### config.mk
export PLATFORM = sky130hd
export DESIGN_NAME = addr8u_operand_seq
export DESIGN_NICKNAME = d
export VERILOG_FILES = /design/src/rtl/addr8u_operand_seq.sv
export SDC_FILE = /design/constraint.sdc
export NUM_CORES = 1
export LEC_CHECK = 0
export CORE_UTILIZATION = 44
export CTS_BUF_LIST = sky130_fd_sc_hd__clkbuf_16
export DETAILED_ROUTE_END_ITERATION = 12
export PLACE_DENSITY = 0.95
export SLEW_MARGIN = 20
export SYNTH_ARGS = -nofsm -noshare
export SYNTH_HDL_FRONTEND = slang
export SYNTH_SLANG_ARGS = --single-unit
### constraint.sdc
create_clock -name clk -period 4.69 [get_ports clk]
set_input_delay 0.938 -clock clk [delete_from_list [all_inputs] [get_ports clk]]
set_output_delay 0.938 -clock clk [all_outputs]
set_load 0.005 [all_outputs]
### src/rtl/addr8u_operand_seq.sv
// Operand sequencer for an external 8-bit adder: latch, settle, capture, hold.
// Optional golden-sum checker compiled in with ADDR8U_SELFCHK_EN.
module addr8u_operand_seq #(
   parameter int unsigned SETTLE_CYCLES = 2
) (
   input  logic       clk,
   input  logic       rst_n,
   input  logic       in_valid,
   output logic       in_ready,
   input  logic [7:0] in_a,
   input  logic [7:0] in_b,
   output logic [7:0] add_a,
   output logic [7:0] add_b,
   input  logic [8:0] add_sum,
   output logic       out_valid,
   input  logic       out_ready,
   output logic [8:0] out_sum,
   output logic       err_flag,
   output logic [7:0] err_cnt
);

   typedef enum logic [1:0] {
      IDLE   = 2'd0,
      SETTLE = 2'd1,
      HOLD   = 2'd2
   } state_t;

   localparam logic [3:0] CNT_LD = 4'(SETTLE_CYCLES - 1);

   state_t     state_q, state_d;
   logic [7:0] a_q, a_d;
   logic [7:0] b_q, b_d;
   logic [3:0] cnt_q, cnt_d;
   logic [8:0] sum_q, sum_d;
   logic       vld_q, vld_d;
   logic       accept;

   assign in_ready  = (state_q == IDLE) ||
                      ((state_q == HOLD) && out_ready);
   assign accept    = in_valid && in_ready;
   assign add_a     = a_q;
   assign add_b     = b_q;
   assign out_valid = vld_q;
   assign out_sum   = sum_q;

   always_comb begin
      state_d = state_q;
      a_d     = a_q;
      b_d     = b_q;
      cnt_d   = cnt_q;
      sum_d   = sum_q;
      vld_d   = vld_q;
      unique case (state_q)
         IDLE: ;
         SETTLE: begin
            if (cnt_q == 4'd0) begin
               sum_d   = add_sum;
               vld_d   = 1'b1;
               state_d = HOLD;
            end else begin
               cnt_d = cnt_q - 4'd1;
            end
         end
         HOLD: begin
            if (out_ready) begin
               vld_d   = 1'b0;
               state_d = IDLE;
            end
         end
         default: state_d = IDLE;
      endcase
      // A drain-and-accept in HOLD overrides the return to IDLE
      if (accept) begin
         a_d     = in_a;
         b_d     = in_b;
         cnt_d   = CNT_LD;
         state_d = SETTLE;
      end
   end

   always_ff @(posedge clk or negedge rst_n) begin
      if (!rst_n) begin
         state_q <= IDLE;
         a_q     <= '0;
         b_q     <= '0;
         cnt_q   <= '0;
         sum_q   <= '0;
         vld_q   <= 1'b0;
      end else begin
         state_q <= state_d;
         a_q     <= a_d;
         b_q     <= b_d;
         cnt_q   <= cnt_d;
         sum_q   <= sum_d;
         vld_q   <= vld_d;
      end
   end

`ifdef ADDR8U_SELFCHK_EN
   logic       cap;
   logic       miss;
   logic [8:0] gold;
   logic       eflag_q;
   logic [7:0] ecnt_q;

   assign cap  = (state_q == SETTLE) && (cnt_q == 4'd0);
   assign gold = {1'b0, a_q} + {1'b0, b_q};
   assign miss = cap && (add_sum != gold);

   always_ff @(posedge clk or negedge rst_n) begin
      if (!rst_n) begin
         eflag_q <= 1'b0;
         ecnt_q  <= '0;
      end else if (miss) begin
         eflag_q <= 1'b1;
         if (ecnt_q != 8'hFF) ecnt_q <= ecnt_q + 8'd1;
      end
   end

   assign err_flag = eflag_q;
   assign err_cnt  = ecnt_q;
`else
   assign err_flag = 1'b0;
   assign err_cnt  = '0;
`endif

endmodule

After elaboration in Yosys (flattened, before gate mapping) --
Index checks and enable logic that the tools add are counted. W data, S select, Z words.
Operators by class: divide/modulo/power cells 0, reductions and logical operators 11, shift-type cells 0, add/subtract/negate cells 1, mux-type cells 10, multiply operators 0, equality and inequality tests 8, bitwise logic cells 0, magnitude comparators 0
Operators with widths (count):
- $mux W4 | 3
- $ne A2 B2 Y1 const B | 4
- $mux W2 | 3
- $ne A3 B3 Y1 const B | 2
- $pmux W2 S3 | 1
- $reduce_and A3 Y1 | 2
- $logic_not A4 Y1 | 1
- $reduce_and A2 Y1 | 2
- $reduce_bool A2 Y1 | 2
- $sub A4 B1 Y4 const B | 1
- $eq A2 B1 Y1 const B | 1
- $eq A2 B2 Y1 const B | 1
- $logic_and A1 B1 Y1 | 2
- $logic_not A2 Y1 | 1
- $mux W1 | 2
- $pmux W1 S2 | 1
- $logic_or A1 B1 Y1 | 1
Word-level totals: RAM bits 0, word-level logic and storage cells 36, bits of input ports 29, memories kept 0, register bits after elaboration 32, bits in read-only memories 0, bits in latches 0

Depth between registers and ports, before layout --
depth after elaboration 6, depth in mapped cells 5

Worst setup path before layout --
No wires, ideal clock.
path kind input-to-output, start point input out_ready, end point output in_ready, arrival time 1.251 ns, setup slack 2.501 ns, stages on the path 2, cells stage by stage nand2b_1 nor2b_1
Between the ends: word-level cells in the longest chain between the ends 2
RTL lines:
- start, declared | RTL line 16 | input logic out_ready,
- $logic_and A1 B1 Y1 | RTL line 39 | ((state_q == HOLD) && out_ready);
- $logic_or A1 B1 Y1 | RTL line 38 | assign in_ready = (state_q == IDLE) ||
- end, declared | RTL line 9 | output logic in_ready,
No other way between the ends.

Worst setup path in the final report --
Same ends and word-level chain as after synthesis.

==> results.md <==
* Share of post-route cells with drive strength above 1 at 0.117
* RePlAce Congestion at 0.759
* Die H at 59.2 µm
* Sequential cell area fraction in the yosys report at 0.557
* Worst setup EP type: primary output
* Core area at 3080 µm²
* Synth cell types at 28
* Final Max Tran Viols at 0
* Largest net degree at the start of global routing at 33
* Placed wire-length estimate at 2240 µm
* First-pass GRT wire length at 4640 µm
* Syn Inst Count at 103
* Die Area at 3500 µm²
* Synth Area in XOR/XNOR at 0
* Internal power at 998 µW
* CP arrival at 2.24 ns
* Number of diodes at 0
* Switching Share at 0.284
* Simple-Gate Fraction of Synth Area at 0.0870
* H-tree Lvls at 2
* Vias per cell at 4.71
* Most frequent cells in the layout: clkdlybuf4s50_1, dfrtp_1, mux2_1
* Initial core utilization at 0.467
* RSZ-0062 raised after global routing: false
* Worst Hold Class: reg2reg
* Leak at 0.000922 µW
* Setup TNS at 0 ns
* Synth warn at 0
* Run status: finished, final reports clean
* Root Driver: clkbuf_16
* # port buffers at 55
* #FFs+latches synth at 32
* Crit-path max FO at 5
* Vias at 975
* Initial antenna violation count at 0
* Hold-fix buffers, CTS at 0
* Final wirelength at 3000 µm
* Fin cells at 207
* Most common cell after layout, fill and taps aside: clkdlybuf4s50_1
* Max-cap violations at 0
* Final cycle utilization of the critical path at 0.678
* CTS-repair resized insts at 0
* TritonCTS Buffers at 5
* Post-CTS setup buffer count at 0
* Crit Path Class: in2out
* Initial DRC count at 11
* DRC Markers at 0
* Initial DRT Pass Iterations at 4
* Final setup fails at 0
* Clk buf depth at 2
* Syn_area_per_cell at 14.0 µm²
* Pwr per Cell Area at 658 nW/µm²
* WL/cell at 14.5 µm
* Area growth, synth to finish at 47.0%
* Peak VDD IR at 300 µV
* Worst Skew at 0.00458 ns
* Final worst setup slack at 1.51 ns
* Net Sw Power at 395 µW
* Total GRT Usage at 0.191
* Startpoint Class: input port
* CP required at 3.75 ns
* Setup WS pre-CTS at 1.51 ns
* Number of placed cells counting well taps at 200
* Number of global-route vias before repair at 994
* Mux share of post-synthesis cell area at 0.219
* Post-Synth Adder-Cell Area at 0.0174
* Seq pwr share at 0.358
* CTS tree: built
* Clock-pin slew on the worst setup and hold paths at 0.05 ns
* Clock Power Share at 0.211
* Detail Route Antenna Nets at 0
* Largest family of logic cells by synthesized area: multiplexers
* Cell Rows at 20
* Die Wd at 59.2 µm
* # clock sinks at 32
* Mapped cell area at 1440 µm²
* GR Overflow Total at 0
* Logic pwr share at 0.431
* Clk_lat worst skew at 0.27 ns
* Final hold violation count at 0
* Final #Nets at 194
* I/O Pins at 65
* Synth Area in Compound Gates at 0.0409
* F_max at 315 MHz
* Final min period at 3.18 ns
flip-flops by register name, summed over array words and instances, names as in the netlist:
name	cells
out_valid	1
state_q	2
cnt_q	4
add_b	8
out_sum	9
add_a	8
logic make-up (layout without fill, tap and decap cells):
group,after synthesis,count (layout)
flops,32,32
fa+ha+maj,2,2
compound gates,9,9
simple gates,20,20
buf+inv,14,66
mux,25,25
other cells,1,9
worst max-delay path, cell delays in order:
cell,delay (ns)
clkdlybuf4s50_1,0.47
nand2b_1,0.18
nor2b_1,0.15
clkdlybuf4s50_1,0.50
cell usage after synthesis (all sizes together):
cell	n	area, µm²
dfrtp	32	801
mux2	25	315
buf	11	98.8
nand2	4	17.5
nor2b	4	25.0
a21oi	3	15.0
inv	3	11.3
a31o	2	17.5
ha	2	25.0
nand2b	2	12.5
nor3	2	10.0
o21ai	2	10.0
a21boi	1	7.51
and2	1	8.76
conb	1	3.75
nor2	1	3.75
nor3b	1	12.5
nor4	1	6.26
o22a	1	8.76
or2	1	6.26
or3	1	6.26
or3b	1	8.76
or4	1	7.51
routing by layer:
layer	wire length [µm]	track usage	up-vias
met5	0	0	-
met4	69	0.112	0
met3	111	0.0459	7
met2	1650	0.353	31
met1	1170	0.191	480
li1	-	-	457
through the flow:
step            util  power [µW]  instance area [µm²]  hold WS [ns]
2_1_floorplan      -         798                 1470         0.483
3_3_place_gp   0.644        1070                 1980         0.467
3_5_place_dp   0.644        1110                 1980         0.475
4_1_cts        0.687        1410                 2120         0.485
5_1_grt        0.687        1480                 2120         0.493
6_report       0.687        1390                 2120         0.482
layout make-up:
type,instances,area (µm²)
clock buffer,5,125
fill,226,962
sequential,32,801
inverter,3,11.3
multi-input combinational,65,558
clock inverter,2,7.51
timing repair buffer,56,558
tap,44,55.1
power groups by stage:
stage | Sequential, µW | Clock [µW] | Combinational (µW)
final | 498 | 294 | 601
after global routing | 515 | 310 | 651
after CTS | 500 | 298 | 611
after detailed placement | 502 | 0 | 607
after global placement | 490 | 0 | 581
after floorplan | 500 | 0 | 297
worst paths after layout:
| check | endpoint | depth (start not counted) | slack, ns | startpoint |
|---|---|---|---|---|
| setup / recovery | in_ready | 4 | 1.51 | out_ready |
| min in group asynchronous | out_sum[2]$_DFFE_PN0P_ | 2 | 1.09 | rst_n |
| hold reg to reg | add_a[2]$_DFFE_PN0P_ | 1 | 0.48 | add_a[2]$_DFFE_PN0P_ |
| max in group asynchronous | cnt_q[2]$_DFFE_PN0P_ | 2 | 3.31 | rst_n |
| hold / removal | add_a[2]$_DFFE_PN0P_ | 1 | 0.48 | add_a[2]$_DFFE_PN0P_ |
| setup reg to reg | out_sum[0]$_DFFE_PN0P_ | 5 | 2.98 | cnt_q[0]$_DFFE_PN0P_ |
(Power assumes the default switching activity.)
